===== src/rtl/fetch_stage_pkg.sv =====
// Shared types for the instruction fetch stage.
// Bus bundles, exception info, fetch states and branch predecode.
package fetch_stage_pkg;

  localparam logic [4:0] EXCCODE_ADEL = 5'h04;

  typedef struct packed {
    logic        ex;
    logic        bd;
    logic [4:0]  exccode;
    logic [31:0] badvaddr;
  } exception_t;

  typedef struct packed {
    logic [31:0] pc;
    logic [31:0] inst;
    exception_t  exception;
  } fs_entry_t;

  typedef struct packed {
    logic        valid;
    logic [31:0] pc;
    logic [31:0] inst;
    exception_t  exception;
  } fs_to_ds_bus_t;

  typedef enum logic [1:0] {
    RUN,
    WAIT_DS,
    HOLD
  } fetch_state_t;

  function automatic logic predecode_is_branch(
    input logic [31:0] inst
  );
    logic [5:0] op;
    op = inst[31:26];
    return (op inside {[6'h01:6'h07]}) ||
           (op == 6'h00 && inst[5:1] == 5'b00100);
  endfunction

endpackage


===== src/rtl/fetch_inst_buffer.sv =====
// Small circular FIFO with clear and keep-head-only truncation.
// Used for both the instruction buffer and the in-flight pc queue.
module fetch_inst_buffer #(
  parameter int DEPTH = 4,
  parameter int W     = 32
) (
  input  logic                     clk,
  input  logic                     reset,
  input  logic                     clear,
  input  logic                     trunc,
  input  logic                     push,
  input  logic [W-1:0]             din,
  input  logic                     pop,
  output logic [W-1:0]             dout,
  output logic [$clog2(DEPTH):0]   count
);

  localparam int AW = $clog2(DEPTH);

  logic [W-1:0]  mem [DEPTH];
  logic [AW-1:0] rptr;
  logic [AW-1:0] wptr;

  assign dout = mem[rptr];

  // pointer and occupancy bookkeeping
  always_ff @(posedge clk) begin
    if (reset || clear) begin
      rptr  <= '0;
      wptr  <= '0;
      count <= '0;
    end else if (trunc) begin
      wptr  <= rptr + AW'(1);
      count <= (AW+1)'(1);
    end else begin
      if (push) wptr <= wptr + AW'(1);
      if (pop)  rptr <= rptr + AW'(1);
      count <= count + (AW+1)'(push)
                     - (AW+1)'(pop);
    end
  end

  // storage write, no reset needed
  always_ff @(posedge clk) begin
    if (push && !reset && !clear && !trunc)
      mem[wptr] <= din;
  end

endmodule


===== src/rtl/fetch_stage.sv =====
// IF stage: PC generation, SRAM request credit, instruction buffer,
// redirect/flush handling with delay-slot preservation, AdEL marking.
module fetch_stage
  import fetch_stage_pkg::*;
#(
  parameter logic [31:0] RESET_PC  = 32'hBFC0_0000,
  parameter int          BUF_DEPTH = 4
) (
  input  logic          clk,
  input  logic          reset,
  input  logic          ds_allowin,
  output fs_to_ds_bus_t fs_to_ds_bus,
  output logic          inst_req,
  output logic [31:0]   inst_addr,
  input  logic          inst_addr_ok,
  input  logic          inst_data_ok,
  input  logic [31:0]   inst_rdata,
  input  logic          redirect_valid,
  input  logic [31:0]   redirect_target,
  input  logic          flush,
  input  logic [31:0]   flush_pc
);

  localparam int CW = $clog2(BUF_DEPTH) + 1;

  fetch_state_t  state;
  logic [31:0]   pc;
  logic [31:0]   saved_pc;
  logic [CW-1:0] drop_cnt;
  logic [CW-1:0] inflight;
  logic [CW-1:0] count;
  logic [CW-1:0] left;
  logic [CW:0]   occ;
  logic          ds_pending;
  logic          last_is_br;
  fs_entry_t     head;
  fs_entry_t     enq_entry;
  logic [31:0]   rsp_pc;
  logic [31:0]   tgt;
  logic          deq, rsp, rsp_keep, pend;
  logic          flush_like, keep_head, keep_ds;
  logic          can_issue, issue, adel;
  logic          push, pop;

  assign occ        = {1'b0, inflight} + {1'b0, count};
  assign deq        = (count != '0) && ds_allowin;
  assign rsp        = inst_data_ok && (inflight != '0);
  assign rsp_keep   = rsp && (drop_cnt == '0);
  assign pend       = ds_pending && !deq;
  assign flush_like = flush || (redirect_valid && !pend);
  assign keep_head  = !flush && redirect_valid && pend
                      && (count != '0);
  assign keep_ds    = !flush && redirect_valid && pend
                      && (count == '0);
  assign tgt        = flush ? flush_pc : redirect_target;
  assign left       = inflight - CW'(rsp);

  assign can_issue = (state == RUN) ||
                     (state == WAIT_DS && inflight == '0);

  assign inst_req  = !reset && !flush && !redirect_valid
                     && can_issue && pc[1:0] == 2'b00
                     && occ < (CW+1)'(BUF_DEPTH);
  assign inst_addr = pc;
  assign issue     = inst_req && inst_addr_ok;

  assign adel = !reset && !flush && !redirect_valid
                && state == RUN && pc[1:0] != 2'b00
                && inflight == '0
                && count < CW'(BUF_DEPTH);

  // select the entry entering the instruction buffer
  always_comb begin
    enq_entry = '0;
    push      = 1'b0;
    if (!flush_like && !keep_head) begin
      if (rsp_keep) begin
        push                 = 1'b1;
        enq_entry.pc         = rsp_pc;
        enq_entry.inst       = inst_rdata;
        enq_entry.exception.bd = last_is_br;
      end else if (adel) begin
        push                       = 1'b1;
        enq_entry.pc               = pc;
        enq_entry.exception.ex     = 1'b1;
        enq_entry.exception.bd     = last_is_br;
        enq_entry.exception.exccode  = EXCCODE_ADEL;
        enq_entry.exception.badvaddr = pc;
      end
    end
  end

  assign pop = deq && !flush_like;

  fetch_inst_buffer #(
    .DEPTH(BUF_DEPTH),
    .W($bits(fs_entry_t))
  ) u_ibuf (
    .clk   (clk),
    .reset (reset),
    .clear (flush_like),
    .trunc (keep_head),
    .push  (push),
    .din   (enq_entry),
    .pop   (pop),
    .dout  (head),
    .count (count)
  );

  fetch_inst_buffer #(
    .DEPTH(BUF_DEPTH),
    .W(32)
  ) u_pcq (
    .clk   (clk),
    .reset (reset),
    .clear (1'b0),
    .trunc (1'b0),
    .push  (issue),
    .din   (pc),
    .pop   (rsp),
    .dout  (rsp_pc),
    .count (inflight)
  );

  assign fs_to_ds_bus = '{
    valid:     (count != '0),
    pc:        head.pc,
    inst:      head.inst,
    exception: head.exception
  };

  // pc, state, drop accounting and branch tracking
  always_ff @(posedge clk) begin
    if (reset) begin
      pc         <= RESET_PC;
      saved_pc   <= RESET_PC;
      state      <= RUN;
      drop_cnt   <= '0;
      ds_pending <= 1'b0;
      last_is_br <= 1'b0;
    end else if (flush_like) begin
      pc         <= tgt;
      state      <= RUN;
      drop_cnt   <= left;
      ds_pending <= 1'b0;
      last_is_br <= 1'b0;
    end else if (keep_head) begin
      pc         <= redirect_target;
      state      <= RUN;
      drop_cnt   <= left;
      last_is_br <= 1'b0;
    end else if (keep_ds && !rsp_keep) begin
      saved_pc <= redirect_target;
      state    <= WAIT_DS;
      if (rsp && drop_cnt != '0)
        drop_cnt <= drop_cnt - CW'(1);
    end else if ((keep_ds || state == WAIT_DS)
                 && rsp_keep) begin
      pc         <= keep_ds ? redirect_target
                            : saved_pc;
      state      <= RUN;
      drop_cnt   <= left;
      last_is_br <= predecode_is_branch(inst_rdata);
    end else begin
      if (issue) begin
        if (state == WAIT_DS) begin
          pc    <= saved_pc;
          state <= RUN;
        end else begin
          pc <= pc + 32'd4;
        end
      end
      if (adel) state <= HOLD;
      if (rsp && drop_cnt != '0)
        drop_cnt <= drop_cnt - CW'(1);
      if (push)
        last_is_br <= predecode_is_branch(enq_entry.inst);
      if (deq)
        ds_pending <= predecode_is_branch(head.inst);
    end
  end

endmodule


===== config.mk =====
export PLATFORM = sky130hd
export DESIGN_NAME = fetch_stage
export DESIGN_NICKNAME = d
export VERILOG_FILES = /design/src/rtl/fetch_stage_pkg.sv /design/src/rtl/fetch_inst_buffer.sv /design/src/rtl/fetch_stage.sv
export SDC_FILE = /design/constraint.sdc
export NUM_CORES = 1
export LEC_CHECK = 0
export CAP_MARGIN = 10
export CORE_MARGIN = 4
export CORE_UTILIZATION = 40
export DETAILED_ROUTE_END_ITERATION = 8
export MAX_ROUTING_LAYER = met4
export PLACE_DENSITY = 0.7
export SLEW_MARGIN = 5
export SYNTH_ARGS = -nofsm -noshare
export SYNTH_HDL_FRONTEND = slang
export SYNTH_SLANG_ARGS = --single-unit

===== constraint.sdc =====
create_clock -name clk -period 5.1 [get_ports clk]
set_input_delay 1.02 -clock clk [delete_from_list [all_inputs] [get_ports clk]]
set_output_delay 1.02 -clock clk [all_outputs]
set_load 0.01 [all_outputs]

# Word level (Yosys, flattened, before mapping)
# Memory sizes are Yosys's and may differ from the RTL's. A register that Yosys moved wholly into a read port is not among the register bits.
# Index checks and enable logic that the tools add are counted.
[op_classes] add_sub_neg=12 order_cmp=8 n_eq_ne=5 mux=42 n_bitwise=4 n_reduce_logical=80
[op_table] cell="2-to-1 mux 32 bit" n=11
[op_table] cell="2-to-1 mux 103 bit" n=1
[op_table] cell="2-to-1 mux 39 bit" n=1
[op_table] cell="2-to-1 mux 37 bit" n=1
[op_table] cell="logical AND 1 bit" n=35
[op_table] cell="adder 32 x 3 -> 32 bit, second input constant" n=1
[op_table] cell=">= comparator 6 x 1 -> 1 bit, second input constant" n=3
[op_table] cell="less-or-equal comparator 6 x 3 -> 1 bit, second input constant" n=3
[op_table] cell="logical NOT 6 bit" n=3
[op_table] cell="2-to-1 mux 2 bit" n=9
[op_table] cell="equality test 5 x 3 -> 1 bit, second input constant" n=3
[op_table] cell="2-to-1 mux 3 bit" n=5
[op_table] cell="2-to-1 mux 1 bit" n=14
[op_table] cell="nonzero test 4 bit" n=3
[op_table] cell="AND reduction 2 bit" n=5
[op_table] cell="nonzero test 2 bit" n=5
[op_table] cell="logical NOT 3 bit" n=3
[op_table] cell="nonzero test 3 bit" n=3
[op_table] cell="subtractor 3 x 1 -> 3 bit" n=3
[op_table] cell="adder 2 x 1 -> 2 bit, second input constant" n=4
[op_table] cell="logical NOT 1 bit" n=8
[op_table] cell="logical OR 1 bit" n=7
[op_table] cell="adder 3 x 1 -> 3 bit" n=2
[op_table] cell="OR reduction 5 bit" n=1
[op_table] cell="other kinds (12)" n=17
[totals] register_bits=85 mem_bits_rw=540 mem_count=2
[mem_list] memory="u_ibuf.mem" words=4 word_bits=103 rd=1 rd_clocked_by_memory_dff=1 wr=1 line="fetch_inst_buffer.sv:20" text="logic [W-1:0] mem [DEPTH];"
[mem_list] memory="u_pcq.mem" words=4 word_bits=32 rd=1 rd_clocked_by_memory_dff=1 wr=1 line="fetch_inst_buffer.sv:20"

# Logic depth before layout (Yosys ltp)
[logic_depth] depth_word=15 ltp_mapped=11

# Hierarchy
# A second synthesis with hierarchy kept.
[unflattened] cells_unflattened=1558 area_unflattened_um2=26085.0
[by_module_without_submodules] mod="fetch_inst_buffer (u_ibuf)" n_inst=1 cells_per_inst=587 area_each_um2=15401.0 seq_area_each_um2=12552.0
[by_module_without_submodules] mod="fetch_stage" n_inst=1 cells_per_inst=755 area_each_um2=5560.3 seq_area_each_um2=1421.4
[by_module_without_submodules] mod="fetch_inst_buffer (u_pcq)" n_inst=1 cells_per_inst=216 area_each_um2=5123.7 seq_area_each_um2=4023.9

# Worst setup path before layout
# OpenSTA, ideal clock, no wires.
[synth_timing] path_kind="input to register" from="input port redirect_valid" to="memory u_ibuf.mem[0][0] (netlist name) (enable)" setup_time_ns=0.468 arrival_time_ns=4.612 setup_slack_ns=0.020 path_stages=5 n_path_buf=0 cell_sequence="or4_4 -> nor4b_4 -> o21ai_0 -> nor2_1 -> and2_1"
[synth_via] elab_chain_len=14 elab_cells_between_ends=22 cone_classes="5 x mux; 17 x reduce/logical"
[synth_rtl] element="from (decl)" line="fetch_stage.sv:18" text="input logic redirect_valid,"
[synth_rtl] element="logical NOT 1 bit" line="fetch_stage.sv:67" text="assign adel = !reset && !flush && !redirect_valid"
[synth_rtl] element="logical AND 1 bit" line="fetch_stage.sv:67"
[synth_rtl] element="logical AND 1 bit (2 in series)" line="fetch_stage.sv:68" text="&& state == RUN && pc[1:0] != 2'b00"
[synth_rtl] element="logical AND 1 bit" line="fetch_stage.sv:69" text="&& inflight == '0"
[synth_rtl] element="logical AND 1 bit" line="fetch_stage.sv:70" text="&& count < CW'(BUF_DEPTH);"
[synth_rtl] element="2-to-1 mux 1 bit" line="fetch_stage.sv:82" text="end else if (adel) begin"
[synth_rtl] element="2-to-1 mux 1 bit" line="fetch_stage.sv:77" text="if (rsp_keep) begin"
[synth_rtl] element="2-to-1 mux 1 bit" line="fetch_stage.sv:76" text="if (!flush_like && !keep_head) begin"
[synth_rtl] element="logical AND 1 bit (2 in series)" line="fetch_inst_buffer.sv:45" text="if (push && !reset && !clear && !trunc)"
[synth_rtl] element="logical AND 1 bit *" line="fetch_inst_buffer.sv:45"
[synth_rtl] element="2-to-1 mux 1 bit *" line="fetch_inst_buffer.sv:45"
[synth_rtl] element="2-to-1 mux 1 bit (not written as such) *" line="fetch_inst_buffer.sv:46" text="mem[wptr] <= din;"
[synth_rtl] element="to (decl)" line="fetch_inst_buffer.sv:20"
# Mark *: on every way between the ends. The rest lies on a longest branch, timed or not.

# Worst setup path after layout
[layout_timing] from="input port redirect_valid" to="output port inst_req"
[layout_via] elab_chain_len=5
[layout_rtl] element="logical NOT 1 bit" line="fetch_stage.sv:61" text="assign inst_req = !reset && !flush && !redirect_valid"
[layout_rtl] element="logical AND 1 bit" line="fetch_stage.sv:61"
[layout_rtl] element="logical AND 1 bit (2 in series)" line="fetch_stage.sv:62" text="&& can_issue && pc[1:0] == 2'b00"
[layout_rtl] element="logical AND 1 bit" line="fetch_stage.sv:63" text="&& occ < (CW+1)'(BUF_DEPTH);"
[layout_rtl] element="to (decl)" line="fetch_stage.sv:13" text="output logic inst_req,"
# Every way passes these cells.

==> results.md <==
- Die height: 258 um
- Worst slew pin tran: 973 ps
- Setup TNS: 0 ps
- Min cycle time layout: 4210 ps
- Post-place setup slack: around 860 ps
- Fin crit share: between 80% and 90%
- Synth async-reset ratio: 0%
- Synthesis-stage register bit count: 609
- P_leak: 10.3 nW
- Top-area cell type share of the netlist area: between 60 and 70%
- Port Buf Inserts: around 240
- Largest net degree at the start of global routing: 64
- Post-route insts no fill: approximately 2600
- Post-CTS setup buffers: 0
- Final nets: 1859
- Total power: 11.0 mW
- CTS root buffer: clkbuf_16
- Max-slew violations: 0
- Fraction of layout cells with a size suffix above 1: 16.5%
- Critical Path RT: 4080 ps
- Seq/Total Area, Yosys: 69.8%
- Critical path type: in2out
- Synthesis Warnings: 0
- Starting Density: 40.4%
- Crit path capture type: output pin
- Max stage delay on crit path: 560 ps
- Core Area: 61700 sq um
- Synthesized area: 24900 sq um
- Maximum clock insertion buffer count: 3
- Drt drc: 0
- DR WL/cell: ~24 um
- Post-synth top area cell: edfxtp_1
- H-tree depth: 2
- Die Area: 66300 sq um
- Worst setup SP type: primary input
- DR pass1 iterations: 5
- Worst skew pair latency: slightly above 600 ps
- Final Hold Viols: 0
- Antenna violations before repair: 3
- Mean post-synth cell area: 16.7 sq um
- VDD IR max: about 0.31 mV
- Hold buffer count at cts: 0
- Grt ovf: 0
- Most Frequent Cell on Critical Path: clkdlybuf4s50_1
- Clk slew on worst S/H paths: 60 ps
- Worst Path Max Fanout: 15
- Worst path slowest cell: clkdlybuf4s50_1
- Syn Inst Count: 1495
- Setup slack after layout: 889 ps
- Max-slew headroom: approximately a third
- Max Freq: 237 MHz
- CTS tree: yes
- Top_reg_cell synth: edfxtp_1
- Critical path cell sequence: clkdlybuf4s50_1, buf_4, or4_4, a31oi_1, and2_1, clkdlybuf4s50_1
- Post-route ant nets: 0
- Finish-stage setup viols: 0
- Top-count cell post-synth: edfxtp_1
- GPL Wtd Cong: 0.868
- Area delta synth->final: 21.4%
- Worst Hold Class: reg2reg
- Outcome: complete, no violations
- Commonest cells in the netlist: 520 x edfxtp_1, 130 x mux4_2, 112 x nand2_1, 89 x dfxtp_1, 65 x nor2_1
- Unrepaired setup endpoints after global routing: false
- Top post-synthesis cells by area: edfxtp_1 63%, mux4_2 12%, dfxtp_1 7.2%
- Max cap viols: 0
- Inst Count DP: 2511
- Cell variety after synth: 79
- EDFF count, synth: between 500 and 600
- FP Rows: a little over 90
- Vias: 14400
- Clock Sinks: between 600 and 700
- Gr usage total: 18.8%
- Vias per std cell: 5.49
- Total CTS buffers: around 60
- Final WL: 62.0 mm
- Number of global-route vias before repair: 14400
- PwrDens: approximately 370 nW/um^2
- DRT iter0 DRCs: about 1400
- Die Width: 258 um
- Dpl hpwl: 39.7 mm
- Resized cells post-CTS: 0
- Clock Skews: 25.3 ps
- IO Count: 240
- Global-route wire length before repair: 92.7 mm
- Worst EP arrival: 3190 ps
-- final timing paths --
kind | start | to | slack [ps] | cells past startpoint
setup / recovery | redirect_valid | inst_req | 890 | 6
hold / removal | saved_pc[30] | saved_pc[30] | 460 | 2
setup reg to reg | u_ibuf.count[2] | inst_addr[31] | 1790 | 7
hold reg to reg | saved_pc[30] | saved_pc[30] | 460 | 2
-- flip-flops by register name, summed over array words and instances (netlist names), named ones only --
| signal | flops |
|---|---|
| u_pcq.count | 3 |
| u_pcq.rptr | 2 |
| u_pcq.mem | 128 |
| inst_addr | 32 |
| last_is_br | 1 |
| drop_cnt | 3 |
| ds_pending | 1 |
| u_ibuf.rptr | 2 |
| u_pcq.wptr | 2 |
| saved_pc | 32 |
| u_ibuf.mem | 392 |
| u_ibuf.wptr | 2 |
| u_ibuf.count | 3 |
| state | 2 |
-- placed cells by master (no fill, tap or decap), drive strengths merged, types with 35 or more instances in the layout --
| master | netlist | routed |
|---|---|---|
| and2 | 48 | 48 |
| buf | 36 | 35 |
| mux4 | 130 | 130 |
| edfxtp | 520 | 520 |
| a21oi | 62 | 62 |
| and3 | 46 | 46 |
| nand2 | 113 | 113 |
| nor2 | 66 | 66 |
| clkdlybuf4s50 | 0 | 233 |
| clkbuf | 56 | 76 |
| dfxtp | 89 | 89 |
-- through the flow --
stage	utilization [%]	instance area (sq um)	hold WS, ps
3_5_place_dp	45.8	28300	448
4_1_cts	49.0	30200	457
5_1_grt	49.0	30200	471
6_report	49.0	30200	458
2_1_floorplan	-	24900	431
3_3_place_gp	45.8	28300	442
-- cell families (layout without fill, tap and decap cells) --
| logic type | count (synthesis) | count (layout) | synth area share (%) |
|---|---|---|---|
| AO/OA/AOI/OAI | 198 | 198 | 5.70 |
| flip-flops | 609 | 609 | 69.8 |
| AND/OR/NAND/NOR | 381 | 381 | 8.01 |
| other | 1 | 7 | 0.0151 |
| multiplexers | 136 | 136 | 12.0 |
| buffers and inverters | 113 | 398 | 2.04 |
| XOR/XNOR | 36 | 36 | 1.27 |
| adder cells (fa/ha/maj) | 21 | 21 | 1.12 |
-- report_power, final --
part	switching (mW)	internal, mW
Sequential	0.117	5.50
Clock	1.80	2.54
Combinational	0.593	0.495
Total	2.51	8.54
-- critical path, delay by kind of cell --
kind,cells,cell delay (ps)
buf+inv,3,1180
simple gates,2,760
compound gates,1,230
-- cell type report --
type	count	area, sq um
clock buffers	76	1580
fillers	5204	31500
diodes	3	7.51
clock inverters	33	363
well taps	837	1050
flip-flops and latches	609	17400
multi-input cells	776	7040
inverters	21	78.8
repair buffers	268	2720
-- layer usage --
| layer | global-route usage (%) | vias up | part of all wire (%) |
|---|---|---|---|
| met5 | - | - | 0 |
| met4 | 4.28 | 0 | 1.8 |
| met3 | 3.13 | 73 | 7.1 |
| met2 | 30.3 | 596 | 50 |
| met1 | 25.6 | 7370 | 41 |
| li1 | - | 6368 | - |
(Power assumes the default switching activity.)
